## src/rtl/m65c02_mem_resp.sv

```systemverilog
// Memory-side responder for the M65C02A core bus: decodes IO/ROM/RAM, inserts wait states, strobes memory.
// Optional ROM write protection is enabled by defining M65C02_MEM_RESP_WPROT_EN.
module m65c02_mem_resp #(
    parameter logic [7:0]  pIO_Page  = 8'hFF,
    parameter logic [15:0] pROM_Base = 16'hC000,
    parameter logic [3:0]  pWS_IO    = 4'd2,
    parameter logic [3:0]  pWS_ROM   = 4'd1,
    parameter logic [3:0]  pWS_RAM   = 4'd0
) (
    input  logic        Clk,
    input  logic        Rst,
    input  logic [15:0] AO,
    input  logic [1:0]  IO_Op,
    input  logic [7:0]  DO,
    output logic [7:0]  DI,
    output logic        Rdy,
    output logic [15:0] MA,
    output logic [7:0]  MDO,
    input  logic [7:0]  MDI,
    output logic        MRE,
    output logic        MWE,
    output logic        Sel_IO,
    output logic        WP_Err
);

    // state   | meaning
    // ST_IDLE | no access in progress; decode AO, complete zero-wait accesses
    // ST_WAIT | counting wait states of a latched access; completes when Cnt=0
    typedef enum logic {ST_IDLE, ST_WAIT} state_t;
    typedef enum logic [1:0] {RGN_RAM, RGN_ROM, RGN_IO} rgn_t;

    localparam logic [1:0] OP_NONE = 2'b00;
    localparam logic [1:0] OP_WR   = 2'b01;

    state_t      state_q, state_d;
    logic [3:0]  cnt_q, cnt_d;
    rgn_t        rgn_q, rgn_d;
    logic [1:0]  op_q, op_d;

    rgn_t        dec_rgn;
    logic [3:0]  dec_ws;
    rgn_t        cur_rgn;
    logic [1:0]  cur_op;
    logic        rdy;
    logic        wr_done;
    logic        wr_blk;

    always_comb begin
        dec_rgn = RGN_RAM;
        if (AO[15:8] == pIO_Page)
            dec_rgn = RGN_IO;
        else if (AO >= pROM_Base)
            dec_rgn = RGN_ROM;
    end

    always_comb begin
        dec_ws = pWS_RAM;
        case (dec_rgn)
            RGN_IO:  dec_ws = pWS_IO;
            RGN_ROM: dec_ws = pWS_ROM;
            default: dec_ws = pWS_RAM;
        endcase
    end

    always_comb begin
        state_d = state_q;
        cnt_d   = cnt_q;
        rgn_d   = rgn_q;
        op_d    = op_q;
        cur_rgn = dec_rgn;
        cur_op  = IO_Op;
        rdy     = 1'b0;
        case (state_q)
            ST_IDLE: begin
                if (IO_Op == OP_NONE) begin
                    rdy = 1'b1;
                end else if (dec_ws == 4'd0) begin
                    rdy = 1'b1;
                end else begin
                    state_d = ST_WAIT;
                    cnt_d   = dec_ws - 4'd1;
                    rgn_d   = dec_rgn;
                    op_d    = IO_Op;
                end
            end
            ST_WAIT: begin
                // The core holds the bus stable, so the latched decode is authoritative here.
                cur_rgn = rgn_q;
                cur_op  = op_q;
                if (cnt_q != 4'd0) begin
                    cnt_d = cnt_q - 4'd1;
                end else begin
                    rdy     = 1'b1;
                    state_d = ST_IDLE;
                end
            end
            default: state_d = ST_IDLE;
        endcase
        if (Rst)
            rdy = 1'b0;
    end

    always_ff @(posedge Clk) begin
        if (Rst) begin
            state_q <= ST_IDLE;
            cnt_q   <= 4'd0;
            rgn_q   <= RGN_RAM;
            op_q    <= OP_NONE;
        end else begin
            state_q <= state_d;
            cnt_q   <= cnt_d;
            rgn_q   <= rgn_d;
            op_q    <= op_d;
        end
    end

    assign wr_done = rdy && (cur_op == OP_WR);

`ifdef M65C02_MEM_RESP_WPROT_EN
    logic wp_err_q;

    assign wr_blk = (cur_rgn == RGN_ROM);

    always_ff @(posedge Clk) begin
        if (Rst)
            wp_err_q <= 1'b0;
        else if (wr_done && wr_blk)
            wp_err_q <= 1'b1;
    end

    assign WP_Err = wp_err_q;
`else
    assign wr_blk = 1'b0;
    assign WP_Err = 1'b0;
`endif

    assign Rdy    = rdy;
    assign MA     = AO;
    assign MDO    = DO;
    assign MRE    = cur_op[1] && !Rst;
    assign MWE    = wr_done && !wr_blk;
    assign DI     = (rdy && cur_op[1]) ? MDI : 8'h00;
    assign Sel_IO = (cur_rgn == RGN_IO);

endmodule

```

## config.mk

```make
export PLATFORM = sky130hd
export DESIGN_NAME = m65c02_mem_resp
export DESIGN_NICKNAME = d
export VERILOG_FILES = /design/src/rtl/m65c02_mem_resp.sv
export SDC_FILE = /design/constraint.sdc
export NUM_CORES = 1
export LEC_CHECK = 0
export CAP_MARGIN = 10
export CORE_UTILIZATION = 50
export CTS_CLUSTER_SIZE = 28
export DETAILED_ROUTE_END_ITERATION = 8
export DONT_BUFFER_PORTS = 1
export SYNTH_ARGS = -nofsm -noshare
export SYNTH_HDL_FRONTEND = slang
export SYNTH_SLANG_ARGS = --single-unit
```

## constraint.sdc

```tcl
create_clock -name Clk -period 2.2 [get_ports Clk]
set_input_delay 0.55 -clock Clk [delete_from_list [all_inputs] [get_ports Clk]]
set_output_delay 0.55 -clock Clk [all_outputs]
set_load 0.05 [all_outputs]
```

Yosys cells after proc, flatten, opt, wreduce, memory -nomap -nowiden:

Cells that the tools add are included.

* $add $sub $neg: 2
* $mul: 0
* divide/modulo/power cells: 0
* $lt $le $gt $ge: 1
* eq/ne operators: 8
* shifts and indexed selects: 0
* multiplexer cells: 19
* bitwise gates (word level): 3
* reductions and logical operators: 9

Operators by type and width (count)
* 16-bit >= comparator (second input constant): 1
* 4-bit 2-to-1 mux: 3
* 8-bit == test (second input constant): 1
* 1-bit 2-to-1 mux: 8
* 8-bit 2-to-1 mux: 1
* 4-bit one-hot mux with 2 select lines: 1
* 4-bit by 1-bit subtractor with 4-bit output (second input constant): 2
* 2-bit 2-to-1 mux: 3
* 3-bit AND reduction: 2
* 2-bit by 1-bit == test with 1-bit output (second input constant): 2
* 2-bit == test (second input constant): 2
* 4-bit logical NOT: 1
* 2-bit inequality test (second input constant): 2
* 1-bit one-hot mux with 2 select lines: 2
* 2-bit one-hot mux with 2 select lines: 1
* 4-bit nonzero test: 1
* 1-bit logical AND: 3
* 1-bit inverter: 3
* 2-bit logical NOT: 1
* 2-bit by 1-bit inequality test with 1-bit output (second input constant): 1
* 1-bit logical NOT: 1

* register bits after elaboration: 9
* latch bits: 0
* RAM bits: 0
* bits in read-only memories: 0
* input bits: 36
* logic and storage cells: 46
* memories kept: 0

Longest topological paths before layout:

* word-level depth: 12
* mapped depth: 6

Worst setup path after synthesis:

No wires, ideal clock.

* kind: input-to-output
* start point: input Rst
* end point: output MWE
* arrival time: 2.312 ns
* required time: 1.650 ns
* slack: -0.662 ns
* stages on the path: 2
* buffers on the path: 1
* cell sequence: clkbuf_1 nor4_1

* cells in the longest elaborated chain, start to end: 2

RTL lines
* start, declared: line 11 `input logic Rst,`
* 1-bit 2-to-1 mux: line 99 `if (Rst)`
* 1-bit logical AND: line 117 `assign wr_done = rdy && (cur_op == OP_WR);`
* end, declared: line 21 `output logic MWE,`

No other way between the ends.

Worst setup path in the final report:

* start point: register cnt_q[0]
* end point: output DI[5]

* cells in the longest elaborated chain, start to end: 6

RTL lines
* start, declared: line 36 `logic [3:0] cnt_q, cnt_d;`
* start signal, assigned: line 111 `cnt_q <= cnt_d;`
* 4-bit nonzero test: line 90 `if (cnt_q != 4'd0) begin`
* 1-bit 2-to-1 mux: line 90
* 1-bit one-hot mux with 2 select lines: line 73 `case (state_q)`
* 1-bit 2-to-1 mux: line 99
* 1-bit logical AND: line 142 `assign DI = (rdy && cur_op[1]) ? MDI : 8'h00;`
* 8-bit 2-to-1 mux: line 142
* end, declared: line 15 `output logic [7:0] DI,`

No other way between the ends.

==> flow_summary_export.csv <==
group,metric,value,unit
cts,cts_inserted_buffers,3,
drt,wl_met1,713,um
min_path,hp-start,"Rst",
pwr,seqPwrFrac,39.8,%
die,io_pins,73,
drt,dr_total_vias,627,
cells_and_area,n_antenna_cell,0,
flow_run,max-cap-violations,0,
cells_and_area,final_cells,103,
global_route,antenna_found_initial,0,
cts,clock-root-buffer,"clkbuf_4",
synth,syn_area_per_cell,7.84,um^2
sta,min_period_over_period,98.8,%
pwr,clkPwrFrac,28.7,%
worst_setup_path,rr_startpoint,"state_q",
synth,synth_top_area_share,25.7,%
sta,rsz0062_at_grt,"yes",
cells_and_area,fillers,122,
drt,drt_iter0_markers,10,
drt,wl_met2,878,um
synth,synthTopCellsByArea,"buf_4, dfxtp_1, and3_1, nand2_1, nand3b_1",
worst_setup_path,reg2reg_depth,5,
worst_setup_path,critPathKind,"reg2out",
die,core,1350,um^2
cells_and_area,fin_util,66.3,%
worst_setup_path,crit_arrival,1.62,ns
worst_setup_path,required,1.65,ns
synth,ys_types,33,
die,num_rows,13,
worst_setup_path,crit_family,"compound AO/OA/AOI/OAI gates",
min_path,hold_end,"cnt_q[0]",
global_route,grt_pass1_wl,2.24,mm
global_route,grt_max_degree,16,
place,dp_cells,96,
cts,cts_sinks,9,
worst_setup_path,cp_cell_sequence,"o41ai_4, o21a_2, and3_4, buf_12",
sta,hold_viol,0,
pwr,netSwitchingPower,0.000163,W
synth,synth_fp_nets,134,
drt,via_per_inst,6.09,
global_route,overflow,0,
die,dieArea,1680,um^2
cts,cts_htree_levels,1,
cells_and_area,layout-drive-gt1-share,40.9,%
cts,clk_latency,0.27,ns
drt,topRoutingLayerUsed,"met4",
sta,period_minus_slack,2.17,ns
worst_setup_path,max_stage_delay,0.36,ns
global_route,track_usage,20.9,%
min_path,hold_class,"in2reg",
pwr,combPwrFrac,31.5,%
worst_setup_path,crit_slowest_cell,"o41ai_4",
place,dp_hpwl,1.30,mm
place,numPortBuffers,0,
pwr,ir_drop,0.287,mV
cts,clockBufferDepth,2,
global_route,grt_pass1_vias,553,
outcome,status,"complete, no violations",
synth,syn-cell-area,761,um^2
cells_and_area,final_nets,126,
worst_setup_path,r2r_setup_slack,0.48,ns
synth,seq_area_frac_synth,23.7,%
worst_setup_path,crit_cells,4,
cells_and_area,area_delta_synth_final,17.6,%
synth,synth_warnings,0,
pwr,power.internal,0.000307,W
drt,remaining_drc_errors,0,
worst_setup_path,rr_endpoint,"cnt_q[2]",
drt,met3_length,164,um
sta,clock.fmax,460,MHz
pwr,powerDensity,526,nW/um^2
sta,holdWs,0.330,ns
sta,skew,0.00218,ns
worst_setup_path,path_buf_inv,1,
die,die_w,41.0,um
drt,dr.pass1.iters,4,
cts,tritoncts,"done",
die,die_y,41.0,um
pwr,power.leakage,0.349,nW
drt,antenna_left,0,
pwr,switching_share,34.7,%
cts,clk_pin_slew,0.06,ns
worst_setup_path,crit_path_start_kind,"register",
synth,yosysTopAreaCell,"buf_4",
drt,wirelength,1.78,mm
sta,drv_slew,0,
sta,setup_viol,0,
worst_setup_path,crit_fanout,6,
die,start_util,56.3,%
synth,synth_cells,97,
drt,wl_per_cell,17.3,um
worst_setup_path,cp-end-kind,"output pin",
place,routabilityCongestion,0.762,
synth,yosys_register_bits,9,
min_path,hold_depth,1,
[power groups by stage]
stage          combinational (W)  clock [W]  sequential, W
2_1_floorplan           0.000215          0       0.000183
3_3_place_gp            0.000131          0       0.000187
5_1_grt                 0.000158   0.000144       0.000189
6_report                0.000148   0.000135       0.000187
3_5_place_dp            0.000134          0       0.000188
4_1_cts                 0.000142   0.000129       0.000185
[worst register-to-register path: stages, from the launching register on]
cell      delay, ns
dfxtp_4        0.40
or4_1          0.55
a21boi_1       0.17
ha_1           0.21
nand3b_1       0.16
a31oi_1        0.14
[flip-flops by register name (all words and copies together) (netlist names)]
register	count
state_q	1
op_q	2
cnt_q	4
rgn_q	2
[kinds of logic after synthesis]
group           share of synthesized area, %
compound gates                          18.4
fa+ha+maj                               1.64
buf+inv                                 28.6
flops                                   23.7
mux                                     1.32
other cells                            0.493
simple gates                            25.8
[cells in the mapped netlist]
| cell | n |
|---|---|
| o21a_2 | 1 |
| o41a_1 | 1 |
| or4_1 | 1 |
| o21ai_2 | 1 |
| nor2_1 | 5 |
| a21oi_2 | 2 |
| inv_1 | 2 |
| dfxtp_1 | 9 |
| conb_1 | 1 |
| a31oi_1 | 3 |
| o21a_1 | 1 |
| a21oi_1 | 4 |
| o21ai_0 | 1 |
| and3b_2 | 1 |
| nand3_1 | 2 |
| and3_1 | 8 |
| a211oi_1 | 1 |
| buf_6 | 1 |
| o41ai_1 | 1 |
| ha_1 | 1 |
| nand2_1 | 11 |
| o211a_1 | 1 |
| mux2i_1 | 1 |
| a211o_1 | 1 |
| nor3_1 | 1 |
| or4_4 | 1 |
| nand4_1 | 1 |
| nor3b_1 | 1 |
| a21boi_1 | 1 |
| buf_4 | 26 |
| nand3b_1 | 3 |
| clkbuf_1 | 1 |
| nor4_1 | 1 |
[stage by stage]
| step | worst slack (ns) | setup TNS [ns] | cell area, um^2 | power, W |
|---|---|---|---|---|
| 2_1_floorplan | -0.115 | -0.115 | 779 | 0.000398 |
| 3_3_place_gp | 0.209 | 0 | 791 | 0.000318 |
| 3_5_place_dp | 0.175 | 0 | 791 | 0.000322 |
| 4_1_cts | -0.00272 | -0.00272 | 848 | 0.000456 |
| 5_1_grt | -0.0245 | -0.0704 | 895 | 0.000490 |
| 6_report | 0.0265 | 0 | 895 | 0.000471 |
[repair_timing]
item / CTS / global route
pin swaps: 0 / 2
setup endpoints to repair: 8 / 9
buffers inserted: 2 / 0
hold endpoints to repair: 0 / 0
hold buffers: 0 / 0
gates cloned: 1 / 0
resized for setup: 2 / 10
[worst max path at each step]
stage / startpoint / end / slack, ns
after detailed placement: state_q / DI[3] / 0.17
after global placement: AO[13] / Sel_IO / 0.21
after global routing: cnt_q[0] / DI[5] / -0.02
after floorplan: Rst / MWE / -0.12
after CTS: cnt_q[1] / DI[3] / -0.003
final: cnt_q[0] / DI[5] / 0.03
[metal layers]
metal,up-vias,global-route usage [%]
li1,300,-
met1,281,23.3
met2,42,36.3
met3,4,7.07
met4,0,7.50
met5,-,0
[layout make-up]
type / count / area (um^2) / share of cell area (%)
timing repair buffer: 14 / 218 / 24.3
clock buffer: 4 / 26.3 / 2.94
tap: 15 / 18.8 / 2.10
inverter: 2 / 7.51 / 0.839
sequential: 9 / 186 / 20.8
multi-input combinational: 59 / 438 / 49.0
[cell usage in the layout, fill, tap and decap left out, drive strengths merged]
cell	netlist	routed
a211o	1	1
a211oi	1	1
a21boi	1	1
a21oi	6	6
a31oi	3	3
and3	8	8
and3b	1	1
buf	27	14
clkbuf	1	4
conb	1	1
dfxtp	9	9
ha	1	1
inv	2	2
mux2i	1	1
nand2	11	11
nand3	2	2
nand3b	3	3
nand4	1	1
nor2	5	5
nor3	1	1
nor3b	1	1
nor4	1	1
o211a	1	1
o21a	2	3
o21ai	2	2
o41a	1	1
o41ai	1	1
or4	2	2
Power figures use the tool's default switching activity.
